File: src/rtl/muldiv_unit.sv
// Iterative RV32M multiply/divide unit: radix-2 shift-add multiply and restoring divide,
// one bit per clock, with single-cycle fast paths for divide-by-zero and signed overflow.
module muldiv_unit #(
    parameter int WIDTH = 32,
    parameter int CNT_W = $clog2(WIDTH) + 1
) (
    input  logic             clk,
    input  logic             rst,
    input  logic             start,
    input  logic [2:0]       op,
    input  logic [WIDTH-1:0] a,
    input  logic [WIDTH-1:0] b,
    output logic             busy,
    output logic             done,
    output logic [WIDTH-1:0] result,
    output logic             dz
);

    typedef enum logic [1:0] {IDLE, CALC, DONE} state_t;

    localparam logic [WIDTH-1:0] MIN_NEG = {1'b1, {(WIDTH-1){1'b0}}};
    localparam logic [WIDTH-1:0] ALL_ONE = '1;

    function automatic logic [WIDTH-1:0] cond_neg_w(input logic [WIDTH-1:0] v, input logic n);
        return n ? -v : v;
    endfunction

    function automatic logic [2*WIDTH-1:0] cond_neg_2w(input logic [2*WIDTH-1:0] v, input logic n);
        return n ? -v : v;
    endfunction

    // MUL/MULH/MULHSU/DIV/REM treat rs1 as signed; MULHSU treats rs2 as unsigned.
    function automatic logic op_signed_a(input logic [2:0] o);
        return !(o[0] && (o[1] || o[2]));
    endfunction

    function automatic logic op_signed_b(input logic [2:0] o);
        return op_signed_a(o) && (o != 3'b010);
    endfunction

    state_t           state_q, state_d;
    logic [CNT_W-1:0] cnt_q, cnt_d;
    logic [2:0]       op_q, op_d;
    logic             neg_q, neg_d;
    logic             sa_q, sa_d;
    logic [WIDTH-1:0] hi_q, hi_d;
    logic [WIDTH-1:0] lo_q, lo_d;
    logic [WIDTH-1:0] ms_q, ms_d;
    logic [WIDTH-1:0] res_d;
    logic             dz_d;

    logic               sa, sb;
    logic [WIDTH-1:0]   abs_a, abs_b;
    logic [WIDTH:0]     sum;
    logic [WIDTH+1:0]   trial;
    logic [2*WIDTH-1:0] prod_nx;
    logic [2*WIDTH-1:0] prod_fin;
    logic [WIDTH-1:0]   hi_nx, lo_nx;
    logic [WIDTH-1:0]   final_res;

    always_comb begin
        sa    = op_signed_a(op) && a[WIDTH-1];
        sb    = op_signed_b(op) && b[WIDTH-1];
        abs_a = cond_neg_w(a, sa);
        abs_b = cond_neg_w(b, sb);

        // One iteration of either core, computed from the current partial state.
        sum   = {1'b0, hi_q} + {1'b0, ms_q};
        trial = {1'b0, hi_q, lo_q[WIDTH-1]} - {2'b00, ms_q};
        if (lo_q[0]) prod_nx = {sum, lo_q[WIDTH-1:1]};
        else         prod_nx = {1'b0, hi_q, lo_q[WIDTH-1:1]};

        if (op_q[2]) begin
            if (!trial[WIDTH+1]) begin
                hi_nx = trial[WIDTH-1:0];
                lo_nx = {lo_q[WIDTH-2:0], 1'b1};
            end else begin
                hi_nx = {hi_q[WIDTH-2:0], lo_q[WIDTH-1]};
                lo_nx = {lo_q[WIDTH-2:0], 1'b0};
            end
        end else begin
            hi_nx = prod_nx[2*WIDTH-1:WIDTH];
            lo_nx = prod_nx[WIDTH-1:0];
        end

        prod_fin = cond_neg_2w({hi_nx, lo_nx}, neg_q);
        if (!op_q[2])
            final_res = (op_q[1:0] == 2'b00) ? prod_fin[WIDTH-1:0] : prod_fin[2*WIDTH-1:WIDTH];
        else if (!op_q[1])
            final_res = cond_neg_w(lo_nx, neg_q);
        else
            final_res = cond_neg_w(hi_nx, sa_q);
    end

    always_comb begin
        state_d = state_q;
        cnt_d   = cnt_q;
        op_d    = op_q;
        neg_d   = neg_q;
        sa_d    = sa_q;
        hi_d    = hi_q;
        lo_d    = lo_q;
        ms_d    = ms_q;
        res_d   = result;
        dz_d    = dz;
        unique case (state_q)
            IDLE: begin
                if (start) begin
                    op_d    = op;
                    sa_d    = sa;
                    neg_d   = sa ^ sb;
                    cnt_d   = '0;
                    hi_d    = '0;
                    lo_d    = op[2] ? abs_a : abs_b;
                    ms_d    = op[2] ? abs_b : abs_a;
                    state_d = CALC;
                    if (op[2] && (b == '0)) begin
                        res_d   = op[1] ? a : ALL_ONE;
                        dz_d    = 1'b1;
                        state_d = DONE;
                    end else if (op[2] && !op[0] && (a == MIN_NEG) && (b == ALL_ONE)) begin
                        res_d   = op[1] ? '0 : a;
                        dz_d    = 1'b0;
                        state_d = DONE;
                    end
                end
            end
            CALC: begin
                hi_d  = hi_nx;
                lo_d  = lo_nx;
                cnt_d = cnt_q + 1'b1;
                if (cnt_q == CNT_W'(WIDTH - 1)) begin
                    res_d   = final_res;
                    dz_d    = 1'b0;
                    state_d = DONE;
                end
            end
            DONE:    state_d = IDLE;
            default: state_d = IDLE;
        endcase
    end

    always_ff @(posedge clk or posedge rst) begin
        if (rst) begin
            state_q <= IDLE;
            cnt_q   <= '0;
            op_q    <= '0;
            neg_q   <= 1'b0;
            sa_q    <= 1'b0;
            hi_q    <= '0;
            lo_q    <= '0;
            ms_q    <= '0;
            result  <= '0;
            dz      <= 1'b0;
        end else begin
            state_q <= state_d;
            cnt_q   <= cnt_d;
            op_q    <= op_d;
            neg_q   <= neg_d;
            sa_q    <= sa_d;
            hi_q    <= hi_d;
            lo_q    <= lo_d;
            ms_q    <= ms_d;
            result  <= res_d;
            dz      <= dz_d;
        end
    end

    assign busy = (state_q != IDLE);
    assign done = (state_q == DONE);

endmodule
File: config.mk
export PLATFORM = sky130hd
export DESIGN_NAME = muldiv_unit
export DESIGN_NICKNAME = d
export VERILOG_FILES = /design/src/rtl/muldiv_unit.sv
export SDC_FILE = /design/constraint.sdc
export NUM_CORES = 1
export LEC_CHECK = 0
export ABC_AREA = 1
export CAP_MARGIN = 20
export CORE_ASPECT_RATIO = 2
export CORE_MARGIN = 1
export CORE_UTILIZATION = 50
export DETAILED_ROUTE_END_ITERATION = 16
export HOLD_SLACK_MARGIN = 0.03
export PLACE_DENSITY = 0.72
export SETUP_SLACK_MARGIN = 0.4
export SYNTH_ARGS = -nofsm -noshare
export SYNTH_HDL_FRONTEND = slang
export SYNTH_SLANG_ARGS = --single-unit
File: constraint.sdc
create_clock -name clk -period 4.8 [get_ports clk]
set_input_delay 0.96 -clock clk [delete_from_list [all_inputs] [get_ports clk]]
set_output_delay 0.96 -clock clk [all_outputs]
set_load 0.01 [all_outputs]
==> results of run 1 <==
==> metal layers <==
metal / GRT overflow / track usage
met1: 0 / 0.523
met3: 0 / 0.212
met2: 6 / 0.879
met4: 3 / 0.648
met5: 0 / 0.0167
==> stage by stage <==
step           hold slack (ps)  utilization  instances
4_1_cts                    485        0.587       3838
3_5_place_dp               466        0.572       3806
3_3_place_gp               472        0.572       3806
2_1_floorplan              464            -       3210
==> cell families after synthesis <==
group           after synthesis
simple gates               1737
buf+inv                     613
compound gates              539
flops                       142
xor+xnor                    107
fa+ha+maj                    72
==> what timing repair did <==
item	CTS
hold buffers	0
gates resized for setup	3
pin swaps	0
endpoints found under the setup margin	1
cloned	0
==> run summary, run 1 <==
status: did not finish
Stopped at: 5_1_grt
Err: [ERROR GRT-0116] Global routing finished with congestion. Check the congestion regions in the DRC Viewer.
Clock Path Buffers: 2
Synth Area in XOR/XNOR: 0.0506
Syn. warnings: 0
port buffer count: 104
mux cell area share after synthesis: 0
CTS root buf: clkbuf_16
H-tree levels: 4
top cell type by total area after synthesis: nand2_1
compound-gate portion of the synthesized area: 0.170
worst slack at placement: 260 ps
most numerous cell in the Yosys netlist: nand2_1
simple-gate portion of the synthesized area: 0.408
Rows: 99
Sink Count: 142
Synth area leaders: nand2_1, dfrtp_1, inv_1, nand3_1, nor2_1
most frequent cells after synthesis: nand2_1, inv_1, nor2_1, nand3_1, o21ai_0
Num CTS Buffers: 17
post-synth top area share: 0.201
pin count of the biggest net entering global routing: 107
Async SR Flop Fraction: 1.00
first-pass GRT wire length: 157,000 um
Final GP Congestion: 1.13
Initial Utilization: 0.508
Tot GR Track Use: 0.559
Seq cells post-synth: 142
Post-Syn Instances: 3,210
Die Span X: 138 um
Post-synth EDFFs: 0
GRT overflow: 9
Cell Area, Placed: 20,800 um^2
Die Height: 274 um
Seq/Total Area, Yosys: 0.192
Avg Cell Area, Syn: 5.77 um^2
post-synth cell types: 57
mapped cell area: 18,500 um^2
largest family of logic cells by synthesized area: simple AND/OR/NAND/NOR gates
ys flop type: dfrtp_1
vias in the first global route: 24,600
Setup Fix Bufs, Post-CTS: 0
detailed placement HPWL: 79,500 um
post-synth net total: 3,352
I/O pins: 105
adder-cell share of the synthesized area: 0.0495
==> run 2: changes to the inputs <==
CORE_ASPECT_RATIO = unset   (was 2)
CORE_UTILIZATION = 35   (was 50)
HOLD_SLACK_MARGIN = unset   (was 0.03)
PLACE_DENSITY = unset   (was 0.72)
PLACE_DENSITY_LB_ADDON = 0.15   (was unset)
SETUP_SLACK_MARGIN = unset   (was 0.4)
clock period = 6.24 ns   (was 4.8 ns; I/O delays follow)
==> run 2 against run 1 <==
  * The run now ends clean
  * Synthesized area unchanged
  * Synthesized cell count unchanged
==> run summary, run 2 <==
port buffer count: 104
clock latency on the worst-skew pair: 480 ps
CP arrival: 5540 ps
most frequent cells in the layout: nand2_1, inv_1, nor2_1
storage element area: 3560 um^2
hold wc startpoint: result[4]
H-tree levels: 4
core area: 51,800 um^2
ys flop type: dfrtp_1
Final GP Congestion: 1.12
first-pass GRT wire length: 133,000 um
worst setup margin: 1070 ps
initial drt markers: 2,556
Setup TNS: 0 ps
Rows: 83
Post-synth EDFFs: 0
I/O pins: 105
Die Height: 232 um
Hold Path Class: flop to flop
Synth area leaders: nand2_1, dfrtp_1, inv_1, nand3_1, nor2_1
Tot GR Track Use: 0.335
RSZ-0062 raised after global routing: false
top cell type by total area after synthesis: nand2_1
share of cells above drive strength 1: 0.0585
Num CTS Buffers: 17
detailed placement HPWL: 73,200 um
Post-Layout Cell Count: 3,945
Hold Crit Depth: 2
Setup Skew: 11.8 ps
Slew Limit Headroom: 0.430
CP Capture Type: flop
Tcrit/Tclk final: 0.829
endpoints failing setup: 0
Die Span X: 232 um
GRT overflow: 0
residual DRC count: 0
max capacitance violation total: 0
worst slack at placement: 1200 ps
Final Max Tran Viols: 0
# resized after CTS: 0
die area: 53,800 um^2
Sink Count: 142
required time worst endpoint: 6610 ps
final net count: 3,392
Area Overhead vs Synth: 12.1%
CP Max Fanout: 30
crit path kind: flop to flop
Clock Path Buffers: 2
vias: 22,300
Final Hold Viols: 0
CTS root buf: clkbuf_16
area of the multi-input gates: 12,600 um^2
most frequent cells after synthesis: nand2_1, inv_1, nor2_1, nand3_1, o21ai_0
Setup Fix Bufs, Post-CTS: 0
Avg Cell Area, Syn: 5.77 um^2
slowest CP cell: dfrtp_1
Slew @ Worst Pin: 852 ps
CTS Hold Bufs: 0
Seq cells post-synth: 142
CTS tree: built
most numerous cell in the Yosys netlist: nand2_1
post-synth net total: 3,352
post-synth top area share: 0.201
Inst Count DP: 3,910
post-layout min period: 5170 ps
most common cell after layout, fill and taps aside: nand2_1
initial antenna violation count: 2
Fin Hold WS: 483 ps
reg-to-reg startpoint: ms_q[8]
via-per-instance ratio: 5.64
fillers: 5,714
Routed WL per cell: 23.0 um
pin count of the biggest net entering global routing: 70
Worst Setup SP: ms_q[8]
Clock transition at path regs: 70 ps
Initial Utilization: 0.357
Post-Syn Instances: 3,210
Max stage delay on crit path: 470 ps
status: finished, final reports clean
Routed Wire Length: 90,600 um
R2R depth: 34
Syn. warnings: 0
TritonRoute pass-1 iters: 8
Async SR Flop Fraction: 1.00
mapped cell area: 18,500 um^2
Seq/Total Area, Yosys: 0.192
critical path startpoint category: flop
post-synth cell types: 57
Max Fclk: 0.193 GHz
Detail Route Antenna Nets: 0
vias in the first global route: 20,500
## run 2: critical path: cells and delay by family, from the launching register on
kind / cells / cell delay (ps)
AOI/OAI and AO/OA: 2 / 290
buffers and inverters: 5 / 700
adders and majority gates: 2 / 590
DFF: 1 / 470
and+or+nand+nor: 25 / 2990
## run 2: area by class of cell
type / instances / area share
Antenna cell: 2 / 0.000241
Clock inverter: 15 / 0.00760
Clock buffer: 17 / 0.0205
Timing Repair Buffer: 143 / 0.0647
Tap cell: 680 / 0.0410
Sequential cell: 142 / 0.172
Inverter: 491 / 0.0891
Multi-Input combinational cell: 2455 / 0.605
## run 2: per-layer routing
metal | GRT usage | vias up | part of all wire
met4 | 0.189 | 2 | 0.060
met3 | 0.0543 | 212 | 0.089
met2 | 0.514 | 1145 | 0.43
li1 | - | 10500 | -
met5 | 0 | - | 0.00014
met1 | 0.445 | 10400 | 0.42
## run 2: cell families after synthesis
logic type,share of synthesized area
simple gates,0.408
buf+inv,0.130
compound gates,0.170
flops,0.192
xor+xnor,0.0506
fa+ha+maj,0.0495
## run 2: path summary, 6_finish.rpt
check / end / slack (ps)
max in group asynchronous: op_q[1] / 3890
worst max-delay path: result[22] / 1070
min in group asynchronous: cnt_q[0] / 1250
worst min-delay path: result[4] / 480
worst min register to register: result[4] / 480
worst max register to register: result[22] / 1070
## run 2: stage by stage
step           instance area (um^2)  utilization
2_1_floorplan                 18500            -
6_report                      20700        0.400
5_1_grt                       20700        0.400
3_5_place_dp                  20100        0.389
4_1_cts                       20700        0.400
3_3_place_gp                  20100        0.388
Power of run 2 is not shown: default switching activity piles up to over one toggle a cycle in this logic, so the estimate is an artifact.
